## src/rtl/mem_arb_pkg.sv

```systemverilog
// rtl/mem_arb_pkg.sv - shared FSM state encodings and port ids for the memory arbiter
package mem_arb_pkg;

    typedef enum logic [1:0] {
        IDLE   = 2'd0,
        ACCESS = 2'd1,
        RESP   = 2'd2
    } arb_state_t;

    // Requester ids; also the encoding of the last-granted flag.
    localparam logic CORE   = 1'b0;
    localparam logic LOADER = 1'b1;

endpackage

```

## src/rtl/rr_pick2.sv

```systemverilog
// rtl/rr_pick2.sv - two-way round-robin pick
//
// Ports:
//   req0   - request from requester 0 (core)
//   req1   - request from requester 1 (loader)
//   last   - id of the requester granted most recently
//   winner - id of the requester to grant (0 when nobody requests)
module rr_pick2 (
    input  logic req0,
    input  logic req1,
    input  logic last,
    output logic winner
);

    // On a tie the port that was not served last wins; otherwise the lone
    // requester wins (req1 alone -> 1, req0 alone or none -> 0).
    assign winner = (req0 && req1) ? ~last : req1;

endmodule

```

## src/rtl/mem_arbiter.sv

```systemverilog
// rtl/mem_arbiter.sv - round-robin arbiter sharing one single-port data memory between core and loader
//
// Ports:
//   clk, rst                          - clock; asynchronous active-low reset
//   c_req, c_we, c_addr, c_wdata      - core request, write select, address, write data
//   c_ack, c_rdata                    - core one-cycle completion pulse, read data
//   c_stall                           - core waiting (c_req & ~c_ack)
//   l_req, l_we, l_addr, l_wdata      - loader request, write select, address, write data
//   l_ack, l_rdata                    - loader one-cycle completion pulse, read data
//   mem_a, mem_wd, mem_we, mem_re     - memory address, write data and strobes
//   mem_rd                            - memory combinational read data
module mem_arbiter
    import mem_arb_pkg::*;
#(
    parameter int ADDR_W = 16,
    parameter int DATA_W = 16
) (
    input  logic              clk,
    input  logic              rst,

    input  logic              c_req,
    input  logic              c_we,
    input  logic [ADDR_W-1:0] c_addr,
    input  logic [DATA_W-1:0] c_wdata,
    output logic              c_ack,
    output logic [DATA_W-1:0] c_rdata,
    output logic              c_stall,

    input  logic              l_req,
    input  logic              l_we,
    input  logic [ADDR_W-1:0] l_addr,
    input  logic [DATA_W-1:0] l_wdata,
    output logic              l_ack,
    output logic [DATA_W-1:0] l_rdata,

    output logic [ADDR_W-1:0] mem_a,
    output logic [DATA_W-1:0] mem_wd,
    output logic              mem_we,
    output logic              mem_re,
    input  logic [DATA_W-1:0] mem_rd
);

    arb_state_t state;
    arb_state_t state_next;

    logic last_gnt;
    logic lat_id;
    logic lat_we;
    logic pick;
    logic latch_en;

    rr_pick2 u_pick (
        .req0   (c_req),
        .req1   (l_req),
        .last   (last_gnt),
        .winner (pick)
    );

    always_ff @(posedge clk or negedge rst) begin
        if (!rst) begin
            state <= IDLE;
        end else begin
            state <= state_next;
        end
    end

    // Strobes and acks decode straight from the state register, so an
    // asynchronous reset during ACCESS drops mem_we without waiting for a clock.
    always_comb begin
        state_next = state;
        latch_en   = 1'b0;
        mem_we     = 1'b0;
        mem_re     = 1'b0;
        c_ack      = 1'b0;
        l_ack      = 1'b0;
        case (state)
            IDLE: begin
                if (c_req || l_req) begin
                    latch_en   = 1'b1;
                    state_next = ACCESS;
                end
            end
            ACCESS: begin
                mem_we     = lat_we;
                mem_re     = ~lat_we;
                state_next = RESP;
            end
            RESP: begin
                c_ack      = (lat_id == CORE);
                l_ack      = (lat_id == LOADER);
                state_next = IDLE;
            end
            default: begin
                state_next = IDLE;
            end
        endcase
    end

    // mem_a / mem_wd are the latched request fields themselves, which is why
    // they keep their last values outside ACCESS.
    always_ff @(posedge clk or negedge rst) begin
        if (!rst) begin
            mem_a    <= '0;
            mem_wd   <= '0;
            lat_we   <= 1'b0;
            lat_id   <= CORE;
            last_gnt <= LOADER;
            c_rdata  <= '0;
            l_rdata  <= '0;
        end else begin
            if (latch_en) begin
                lat_id <= pick;
                if (pick == LOADER) begin
                    lat_we <= l_we;
                    mem_a  <= l_addr;
                    mem_wd <= l_wdata;
                end else begin
                    lat_we <= c_we;
                    mem_a  <= c_addr;
                    mem_wd <= c_wdata;
                end
            end
            if (mem_re) begin
                if (lat_id == CORE) begin
                    c_rdata <= mem_rd;
                end else begin
                    l_rdata <= mem_rd;
                end
            end
            if (state == RESP) begin
                last_gnt <= lat_id;
            end
        end
    end

    assign c_stall = c_req & ~c_ack;

endmodule

```

## config.mk

```make
export PLATFORM = sky130hd
export DESIGN_NAME = mem_arbiter
export DESIGN_NICKNAME = d
export VERILOG_FILES = /design/src/rtl/mem_arb_pkg.sv /design/src/rtl/rr_pick2.sv /design/src/rtl/mem_arbiter.sv
export SDC_FILE = /design/constraint.sdc
export NUM_CORES = 1
export LEC_CHECK = 0
export ABC_AREA = 1
export BUFFER_PORTS_ARGS = -buffer_cell sky130_fd_sc_hd__buf_2
export CORE_MARGIN = 3
export CORE_UTILIZATION = 50
export DETAILED_ROUTE_END_ITERATION = 10
export PLACE_DENSITY_LB_ADDON = 0.1
export RECOVER_POWER = 50
export SLEW_MARGIN = 20
export SYNTH_ARGS = -nofsm -noshare
export SYNTH_HDL_FRONTEND = slang
export SYNTH_SLANG_ARGS = --single-unit
```

## constraint.sdc

```tcl
create_clock -name clk -period 3.4 [get_ports clk]
set_input_delay 0.51 -clock clk [delete_from_list [all_inputs] [get_ports clk]]
set_output_delay 0.51 -clock clk [all_outputs]
set_load 0.1 [all_outputs]
```

==> results.txt, run 1 <==
----------------------------------------------------
[Global routing]
  Number of global-route vias before repair ... 2991
  Initial antenna violation count ... 0
  GRT overflow ... 0
  First-pass GRT wire length ... 13.77 mm
  Maximum number of pins on one net before global-route repair ... 70
  GRT Resource Usage Total ... 0.2248

[Worst setup path]
  Slowest library cell on the worst path ... sky130_fd_sc_hd__dfrtp_1
  Arrival time at the worst endpoint ... 2260 ps
  Setup crit end kind ... primary output
  Critical-path maximum fanout ... 21
  Largest stage delay, worst path ... 780 ps
  Critical path cell sequence ... inv_1 -> nor2_1 -> buf_2
  Worst Path Required ... 2890 ps
  Reg2reg start ... lat_id$_DFFE_PN0P_
  CP Launch Point ... lat_id$_DFFE_PN0P_
  Critical path startpoint category ... flip-flop
  Path depth of the worst reg2reg path ... 4
  Kind of critical path ... flip-flop to primary output

[CTS]
  Count of buffers added by post-CTS timing repair for setup ... 0
  Longest Clk Path Bufs ... 2
  Hold bufs inserted after CTS ... 0
  Clk sinks ... 69
  TritonCTS clock tree ... done
  Register clock-pin slew on the reported worst setup and hold paths ... 70 ps
  Clock Root Buffer ... sky130_fd_sc_hd__clkbuf_8
  Latest clock arrival within the worst-skew pair ... 340 ps
  H-tree depth ... 3
  Number of CTS-inserted buffers ... 9
  Post-CTS Resized ... 0

[Die]
  Initial Utilization ... 0.5267
  Y dimension of the die ... 88.72 um
  Die area ... 7870 sq um
  Chip Width ... 88.72 um
  IO Pins ... 155
  Placeable core region ... 6495 sq um
  Number of rows in the core area ... 29

[Synth]
  Most numerous cell in the Yosys netlist ... sky130_fd_sc_hd__nand2_1
  Mean post-synth cell area ... 7.687 sq um
  Main synth FF type ... sky130_fd_sc_hd__dfrtp_1
  Top cell type's share of synthesized area ... 0.4974
  Yosys warnings ... 0
  Post-synthesis cell type with the largest combined area ... sky130_fd_sc_hd__dfrtp_1
  Most frequent cells after synthesis ... 167 x sky130_fd_sc_hd__nand2_1, 98 x sky130_fd_sc_hd__nand3_1, 68 x sky130_fd_sc_hd__dfrtp_1, 68 x sky130_fd_sc_hd__inv_1, 11 x sky130_fd_sc_hd__buf_6
  Cells after synthesis ... 445
  Count of unique library cells instantiated by Yosys ... 19
  Number of flops mapped to enable cells by yosys ... 0
  #FFs+latches synth ... 69
  Most area-consuming cells after synthesis ... sky130_fd_sc_hd__dfrtp_1 50%, sky130_fd_sc_hd__nand2_1 18%, sky130_fd_sc_hd__nand3_1 14%
  Async set-or-reset flop fraction in the synthesized netlist ... 1.000
  Netlist Area Pre-Place ... 3421 sq um
  Syn nets ... 531
  Register area share after synthesis ... 0.5051

[Layout]
  Nets@finish ... 675
  Utilization after layout ... 0.6538
  Final-layout fill cell count ... 604
  Share of post-route cells with drive strength above 1 ... 0.2597
  Area of the multi-input gates ... 1222 sq um
  Synth-to-Final Area Change ... 24.14%
  Diode insertion count for antenna repair ... 0
  Register cell area after layout ... 1728 sq um

[STA]
  Final count of hold timing violations ... 0
  Final Slew Violations ... 70
  Slew Limit Headroom ... -0.1182
  Final min period ... 2770 ps
  Unrepaired setup endpoints after global routing ... no
  Final Skew ... 7.502 ps
  Slew of the pin with the lowest slew margin ... 1677 ps
  Total setup violations reported at the end of the flow ... 0
  Fraction of the cycle the final worst path needs ... 0.8147
  Sum of negative setup slack ... 0 ps
  Max Clk Rate ... 361.0 MHz
  Post-route worst hold slack ... 411.8 ps

[Placement]
  Half-perimeter wire length after detailed placement ... 5.917 mm
  # port buffers ... 154
  Gpl congestion ... 0.8566

[Route]
  Antenna-violating nets left ... 0
  Routed vias ... 3285
  DR WL/cell ... 12.92 um
  Number of iterations in the first detailed-routing pass ... 4
  Ratio of routed vias to standard cells ... 4.903
  Routed WL ... 8.657 mm
  Iteration-0 DRC count of the detailed router ... 155
  # DRC ... 0

[Hold path]
  Hold path start ... mem_rd[1]
  HP Class ... input pin to flip-flop
  Number of cells on the worst hold path ... 3

[Flow run]
  Max-cap check violation count ... 1

[Outcome]
  Violations in the final reports ... max-capacitance violations, max-slew violations
  Outcome ... finished with violations

----------------------------------------------------
[state kept, by name, indices dropped and copies added, names as in the netlist]
name / flops
l_rdata: 16
c_rdata: 16
mem_wd: 16
last_gnt: 1
state: 2
lat_we: 1
lat_id: 1
mem_a: 16
[logic make-up (layout without fill, tap and decap cells)]
logic type / Yosys count / in the layout / share of synthesized area
and+or+nand+nor: 277 / 277 / 0.3541
buffers and inverters: 95 / 243 / 0.1339
DFF: 69 / 69 / 0.5051
AOI/OAI and AO/OA: 4 / 4 / 0.006949
[cell type report]
type,count,share of cell area
clock inverter,3,0.005009
timing repair buffer,157,0.1783
clock buffer,12,0.03654
inverter,71,0.06276
sequential,69,0.4069
tap,77,0.02269
multi-input combinational,281,0.2879
[critical path, delay by kind of cell (launching register included)]
family,cells,cell delay [ps]
flops,1,780
buf+inv,2,950
simple gates,1,200
[layer usage]
metal | GRT usage | routed length (um) | part of all wire
met5 | 0 | 0 | 0
met1 | 0.3056 | 3907 | 0.45
met3 | 0.05959 | 710 | 0.082
met4 | 0.06456 | 65 | 0.0075
met2 | 0.3556 | 3973 | 0.46
[placed cells by master, fill, tap and decap left out, drive strengths merged]
cell / count
buf: 129
clkbuf: 40
clkinv: 2
clkinvlp: 1
dfrtp: 68
dfstp: 1
inv: 71
nand2: 169
nand3: 100
nor2: 6
nor3: 2
o21ai: 4
[stage by stage]
stage,area (sq um),instances,setup WS [ps]
finish,4247,670,630.1
global route,4247,670,424.3
CTS,4295,670,820.4
detailed placement,4119,655,1176
global placement,4119,655,1217
floorplan,3421,445,310.3
[final timing paths]
path	endpoint	slack (ps)
setup / recovery	l_ack	630
hold / removal	l_rdata[1]$_DFFE_PN0P_	410
setup reg to reg	c_rdata[9]$_DFFE_PN0P_	1360
hold reg to reg	mem_a[1]$_DFFE_PN0P_	480
max in group asynchronous	c_rdata[0]$_DFFE_PN0P_	1710
min in group asynchronous	mem_wd[5]$_DFFE_PN0P_	670
Power of run 1 is left out: the tool's default activity adds up to more than one toggle a clock period on the data nets, which glitch-free logic cannot reach.
==> run 2, diff against run 1 <==
--- a/config.mk
+++ b/config.mk
@@ -5,10 +5,10 @@
 export SDC_FILE = /design/constraint.sdc
 export NUM_CORES = 1
 export LEC_CHECK = 0
-export ABC_AREA = 1
+export ABC_AREA = 0
 export BUFFER_PORTS_ARGS = -buffer_cell sky130_fd_sc_hd__buf_2
 export CORE_MARGIN = 3
-export CORE_UTILIZATION = 50
+export CORE_UTILIZATION = 47
 export DETAILED_ROUTE_END_ITERATION = 10
 export PLACE_DENSITY_LB_ADDON = 0.1
 export RECOVER_POWER = 50
==> constraint.sdc (replaced) <==
create_clock -name clk -period 2.8 [get_ports clk]
set_input_delay 0.42 -clock clk [delete_from_list [all_inputs] [get_ports clk]]
set_output_delay 0.42 -clock clk [all_outputs]
set_load 0.1 [all_outputs]
==> results.txt, run 2 <==
----------------------------------------------------
[Outcome]
  Outcome ... finished with violations
  Violations in the final reports ... max-capacitance violations, max-slew violations

[CTS]
  H-tree depth ... 3 (unchanged)
  Number of CTS-inserted buffers ... 9 (unchanged)
  Latest clock arrival within the worst-skew pair ... 320 ps (-20 ps)
  TritonCTS clock tree ... done
  Clock Root Buffer ... sky130_fd_sc_hd__clkbuf_8
  Hold bufs inserted after CTS ... 0 (unchanged)
  Longest Clk Path Bufs ... 2 (unchanged)
  Clk sinks ... 69 (unchanged)
  Count of buffers added by post-CTS timing repair for setup ... 0 (unchanged)
  Register clock-pin slew on the reported worst setup and hold paths ... 70 ps (about the same)
  Post-CTS Resized ... 0 (unchanged)

[Synth]
  Cells after synthesis ... 193 (-57%)
  Number of flops mapped to enable cells by yosys ... 0 (unchanged)
  Most frequent cells after synthesis ... 68 x sky130_fd_sc_hd__dfrtp_1, 58 x sky130_fd_sc_hd__mux2_4, 33 x sky130_fd_sc_hd__mux2_2
  Netlist Area Pre-Place ... 3289 sq um (-3.8%)
  Post-synthesis cell type with the largest combined area ... sky130_fd_sc_hd__dfrtp_1
  Async set-or-reset flop fraction in the synthesized netlist ... 1.000 (unchanged)
  Main synth FF type ... sky130_fd_sc_hd__dfrtp_1
  Most numerous cell in the Yosys netlist ... sky130_fd_sc_hd__dfrtp_1
  #FFs+latches synth ... 69 (unchanged)
  Most area-consuming cells after synthesis ... sky130_fd_sc_hd__dfrtp_1 52%, sky130_fd_sc_hd__mux2_4 26%, sky130_fd_sc_hd__mux2_2 11%
  Count of unique library cells instantiated by Yosys ... 18 (-1)
  Register area share after synthesis ... 0.5253 (+0.02017)
  Mean post-synth cell area ... 17.04 sq um (+120%)
  Yosys warnings ... 0 (unchanged)
  Syn nets ... 279 (-47%)
  Top cell type's share of synthesized area ... 0.5173 (+0.01987)

[Global routing]
  Number of global-route vias before repair ... 2142 (-28%)
  GRT overflow ... 0 (unchanged)
  Maximum number of pins on one net before global-route repair ... 36 (-49%)
  Initial antenna violation count ... 0 (unchanged)
  First-pass GRT wire length ... 10.32 mm (-25%)
  GRT Resource Usage Total ... 0.1709 (-0.05386)

[Worst setup path]
  Arrival time at the worst endpoint ... 2280 ps (+20 ps)
  Kind of critical path ... flip-flop to flip-flop
  Setup crit end kind ... flip-flop
  Path depth of the worst reg2reg path ... 3 (-1)
  Critical path startpoint category ... flip-flop
  Critical-path maximum fanout ... 35 (+67%)
  Critical path cell sequence ... nor3_4 -> clkbuf_2 -> mux2_2
  Largest stage delay, worst path ... 900 ps (+120 ps)
  Slowest library cell on the worst path ... sky130_fd_sc_hd__clkbuf_2
  Worst Path Required ... 3000 ps (+110 ps)

[Route]
  Antenna-violating nets left ... 0 (unchanged)
  Routed vias ... 2094 (-36%)
  # DRC ... 0 (unchanged)
  DR WL/cell ... 14.88 um (+15%)
  Number of iterations in the first detailed-routing pass ... 4 (unchanged)
  Ratio of routed vias to standard cells ... 4.653 (-5.1%)
  Routed WL ... 6.698 mm (-23%)
  Iteration-0 DRC count of the detailed router ... 32 (-79%)

[Die]
  IO Pins ... 155 (unchanged)
  Initial Utilization ... 0.5009 (-0.02582)
  Chip Width ... 89.66 um (+1.1%)
  Placeable core region ... 6568 sq um (+1.1%)
  Die area ... 8039 sq um (+2.1%)
  Y dimension of the die ... 89.66 um (+1.1%)
  Number of rows in the core area ... 29 (unchanged)

[STA]
  Slew Limit Headroom ... -0.03032 (+0.08785)
  Unrepaired setup endpoints after global routing ... no
  Sum of negative setup slack ... 0 ps (unchanged)
  Max Clk Rate ... 480.4 MHz
  Final Skew ... 5.173 ps (-2.329 ps)
  Final count of hold timing violations ... 0 (unchanged)
  Final Slew Violations ... 31 (-56%)
  Fraction of the cycle the final worst path needs ... 0.7435
  Total setup violations reported at the end of the flow ... 0 (unchanged)
  Slew of the pin with the lowest slew margin ... 1545 ps (-131.8 ps)
  Final min period ... 2082 ps

[Layout]
  Utilization after layout ... 0.6502 (-0.003605)
  Most common library cell in the layout ignoring fill and taps ... sky130_fd_sc_hd__buf_2
  Commonest cells after routing, fill and taps aside ... 123 x sky130_fd_sc_hd__buf_2, 68 x sky130_fd_sc_hd__dfrtp_1, 58 x sky130_fd_sc_hd__mux2_4
  Synth-to-Final Area Change ... 29.82%
  Share of post-route cells with drive strength above 1 ... 0.6667 (+0.4070)
  Diode insertion count for antenna repair ... 0 (unchanged)
  Nets@finish ... 438 (-35%)

[Placement]
  Gpl congestion ... 0.7208 (-16%)
  # port buffers ... 154 (unchanged)
  Half-perimeter wire length after detailed placement ... 5.029 mm (-15%)

[Hold path]
  Number of cells on the worst hold path ... 2 (-1)
  HP Class ... input pin to flip-flop

[Flow run]
  Max-cap check violation count ... 1 (unchanged)

----------------------------------------------------
==> run 2: cell count changes after synthesis, moves of 4 or more <==
cell,previous run,this run
sky130_fd_sc_hd__buf_2,6,0
sky130_fd_sc_hd__nand2_1,167,0
sky130_fd_sc_hd__buf_6,11,3
sky130_fd_sc_hd__nand3_1,98,0
sky130_fd_sc_hd__inv_1,68,1
sky130_fd_sc_hd__mux2_2,0,33
sky130_fd_sc_hd__mux2_4,0,58
sky130_fd_sc_hd__mux2_1,0,7
sky130_fd_sc_hd__clkbuf_1,4,0
==> run 2: through the flow <==
stage                     instance area, sq um  instances  hold WS [ps]  setup WS, ps
final                                     4270        450         323.0         718.3
after global routing                      4270        450         306.9         618.1
after CTS                                 4312        450         129.1         814.2
after detailed placement                  4085        434         469.5         810.1
after global placement                    4085        434         465.0         836.6
after floorplan                           3292        193         124.4         113.0
==> run 2: cells by family after synthesis <==
group / synth area share
multiplexers: 0.4047
AO/OA/AOI/OAI: 0.005326
flip-flops: 0.5253
AND/OR/NAND/NOR: 0.02358
buffers and inverters: 0.04108
==> run 2: worst max-delay path: cells and delay by family (launching register included) <==
family                 cells  cell delay, ps
buffers and inverters      1             900
and+or+nand+nor            1             170
DFF                        1             440
muxes                      1             430
==> run 2: area by class of cell <==
cell class	instances	area (sq um)
clock buffers	13	158.9
multi-input cells	112	1429
flip-flops and latches	69	1728
repair buffers	159	767.0
well taps	93	116.4
inverters	1	3.754
fillers	534	2297
clock inverters	3	67.56
==> run 2: layer usage <==
layer  wire length (um)  share of wire  global-route usage
met5                  0              0                   0
met2               3166           0.47              0.2813
met4                 42         0.0063             0.06089
met3                501          0.075             0.05018
met1               2988           0.45              0.2145
==> run 2: path summary, 6_finish.rpt <==
| kind | startpoint | end | slack [ps] |
|---|---|---|---|
| max | state[1]$_DFFE_PN0P_ | mem_a[15]$_DFFE_PN0P_ | 720 |
| min | mem_rd[12] | c_rdata[12]$_DFFE_PN0P_ | 320 |
| max reg2reg | state[1]$_DFFE_PN0P_ | mem_a[15]$_DFFE_PN0P_ | 720 |
| min reg2reg | l_rdata[3]$_DFFE_PN0P_ | l_rdata[3]$_DFFE_PN0P_ | 490 |
| max in group asynchronous | rst | last_gnt$_DFFE_PN1N_ | 1240 |
| min in group asynchronous | rst | mem_wd[3]$_DFFE_PN0P_ | 470 |
Power of run 2 is left out for the same reason.
==> run 3, diff against run 2 <==
--- a/config.mk
+++ b/config.mk
@@ -8,7 +8,7 @@
 export ABC_AREA = 0
 export BUFFER_PORTS_ARGS = -buffer_cell sky130_fd_sc_hd__buf_2
 export CORE_MARGIN = 3
-export CORE_UTILIZATION = 47
+export CORE_UTILIZATION = 42
 export DETAILED_ROUTE_END_ITERATION = 10
 export PLACE_DENSITY_LB_ADDON = 0.1
 export RECOVER_POWER = 50
==> constraint.sdc (replaced) <==
create_clock -name clk -period 1.7 [get_ports clk]
set_input_delay 0.255 -clock clk [delete_from_list [all_inputs] [get_ports clk]]
set_output_delay 0.255 -clock clk [all_outputs]
set_load 0.1 [all_outputs]
==> results.txt, run 3 (synthesized netlist as in run 2, its figures left out) <==
----------------------------------------------------
[Die]
  Initial Utilization ... 0.4440 (-0.05684)
  IO Pins ... 155 (unchanged)
  Die area ... 8930 sq um (+11%)
  Chip Width ... 94.50 um (+5.4%)
  Placeable core region ... 7408 sq um (+13%)
  Number of rows in the core area ... 31 (+6.9%)
  Y dimension of the die ... 94.50 um (+5.4%)

[Global routing]
  Initial antenna violation count ... 0 (unchanged)
  GRT overflow ... 0 (unchanged)
  GRT Resource Usage Total ... 0.1659 (-0.005057)
  Maximum number of pins on one net before global-route repair ... 70 (+94%)
  Number of global-route vias before repair ... 2307 (+7.7%)
  First-pass GRT wire length ... 11.39 mm (+10%)

[Outcome]
  Outcome ... finished, final reports clean

[CTS]
  Number of CTS-inserted buffers ... 9 (unchanged)
  TritonCTS clock tree ... done
  Clock Root Buffer ... sky130_fd_sc_hd__clkbuf_8
  Longest Clk Path Bufs ... 2 (unchanged)
  Count of buffers added by post-CTS timing repair for setup ... 0 (unchanged)
  Clk sinks ... 69 (unchanged)
  Register clock-pin slew on the reported worst setup and hold paths ... 70 ps (about the same)
  Latest clock arrival within the worst-skew pair ... 330 ps (about the same)
  H-tree depth ... 3 (unchanged)

[Hold path]
  Min-Delay Endpoint ... c_rdata[10]$_DFFE_PN0P_
  Hold path start ... mem_rd[10]
  Number of cells on the worst hold path ... 2 (unchanged)
  HP Class ... input pin to flip-flop

[Layout]
  Final-layout fill cell count ... 572 (+7.1%)
  Final cell count without fillers ... 462 (+2.7%)
  Synth-to-Final Area Change ... 38.23%
  Nets@finish ... 444 (+1.4%)
  Share of post-route cells with drive strength above 1 ... 0.7879 (+0.1212)
  Commonest cells after routing, fill and taps aside ... 120 x sky130_fd_sc_hd__buf_2, 78 x sky130_fd_sc_hd__mux2_4, 67 x sky130_fd_sc_hd__dfrtp_1
  Most common library cell in the layout ignoring fill and taps ... sky130_fd_sc_hd__buf_2
  Diode insertion count for antenna repair ... 0 (unchanged)

[Route]
  # DRC ... 0 (unchanged)
  Iteration-0 DRC count of the detailed router ... 31 (-3.1%)
  Antenna-violating nets left ... 0 (unchanged)
  DR WL/cell ... 15.37 um (+3.2%)
  Routed vias ... 2152 (+2.8%)
  Number of iterations in the first detailed-routing pass ... 4 (unchanged)
  Routed WL ... 7.100 mm (+6.0%)
  Ratio of routed vias to standard cells ... 4.658 (+0.10%)

[STA]
  Sum of negative setup slack ... 0 ps (unchanged)
  Unrepaired setup endpoints after global routing ... no
  Fraction of the cycle the final worst path needs ... 0.9630 (+0.2195)
  Final min period ... 1637 ps (-444.6 ps)
  Slew Limit Headroom ... 0.3784 (+0.4087)
  Total setup violations reported at the end of the flow ... 0 (unchanged)
  Final Slew Violations ... 0 (-100%)
  Max Clk Rate ... 610.8 MHz (+27%)
  Final count of hold timing violations ... 0 (unchanged)
  Slew of the pin with the lowest slew margin ... 932.5 ps (-613.0 ps)
  Final Skew ... 6.036 ps (+0.8634 ps)

[Worst setup path]
  Worst flop-to-flop path endpoint ... mem_wd[15]$_DFFE_PN0P_
  Critical path startpoint category ... flip-flop
  Critical-path maximum fanout ... 22 (-37%)
  Kind of critical path ... flip-flop to flip-flop
  Setup crit end kind ... flip-flop
  Path depth of the worst reg2reg path ... 4 (+1)
  Flop2flop setup slack ... 60 ps (-660 ps)
  Reg2reg start ... last_gnt$_DFFE_PN1N_
  Worst Path Required ... 1910 ps (-1090 ps)
  Arrival time at the worst endpoint ... 1850 ps (-430 ps)

[Placement]
  Inst Count DP ... 445 (+2.5%)
  # port buffers ... 154 (unchanged)
  Half-perimeter wire length after detailed placement ... 5.292 mm (+5.2%)
  Gpl congestion ... 0.7417 (+2.9%)

[Flow run]
  Max-cap check violation count ... 0 (-1)

----------------------------------------------------
## run 3: cell count changes in the layout (fill, tap and decap cells not counted), sizes merged
cell and change:
dlygate4sd3 +1, buf +7, clkinv +1, bufinv -1, clkbuf -2
## run 3: stage by stage
step / cell area [sq um] / setup slack [ps] / utilization / hold slack [ps]
CTS: 4557 / 28.19 / 0.6151 / 147.1
floorplan: 3395 / -544.2 / - / -40.59
global placement: 4330 / 97.75 / 0.5845 / 310.4
global route: 4547 / 1.749 / 0.6137 / 142.6
finish: 4547 / 62.90 / 0.6137 / 166.1
detailed placement: 4330 / 71.03 / 0.5845 / 307.6
## run 3: per-layer routing
layer / routed length, um / global-route usage / up-vias
met2: 3326 / 0.2559 / 94
li1: - / - / 1012
met5: 0 / 0 / -
met4: 61 / 0.04928 / 0
met1: 3114 / 0.2249 / 1042
met3: 597 / 0.05179 / 4
## run 3: worst max path at each step
stage                         startpoint                      end  cells past startpoint
global placement    last_gnt$_DFFE_PN1N_       lat_we$_DFFE_PN0P_                      4
detailed placement  last_gnt$_DFFE_PN1N_   mem_wd[15]$_DFFE_PN0P_                      4
global route        last_gnt$_DFFE_PN1N_    mem_a[15]$_DFFE_PN0P_                      4
CTS                 state[0]$_DFFE_PN0P_                  c_stall                      4
floorplan           state[1]$_DFFE_PN0P_  c_rdata[10]$_DFFE_PN0P_                      5
finish              last_gnt$_DFFE_PN1N_   mem_wd[15]$_DFFE_PN0P_                      4
## run 3: cell type report
type / count / area (sq um) / area share
sequential: 69 / 1729 / 0.3803
multi-input combinational: 112 / 1523 / 0.3349
timing repair buffer: 165 / 955.9 / 0.2102
clock buffer: 13 / 168.9 / 0.03715
tap: 99 / 123.9 / 0.02724
clock inverter: 3 / 42.54 / 0.009356
inverter: 1 / 3.754 / 0.0008255
## run 3: critical path, stage by stage, from the launching register on
cell and delay (ps):
sky130_fd_sc_hd__dfstp_2 530, sky130_fd_sc_hd__a21bo_2 170, sky130_fd_sc_hd__buf_12 200, sky130_fd_sc_hd__mux2_2 350, sky130_fd_sc_hd__mux2_2 260
## run 3: timing repair
item,4_1_cts,5_1_grt
hold buffers,1,0
endpoints found under the setup margin,1,2
hold endpoints to repair,68,0
gates resized for setup,1,1
Power of run 3 is left out for the same reason.
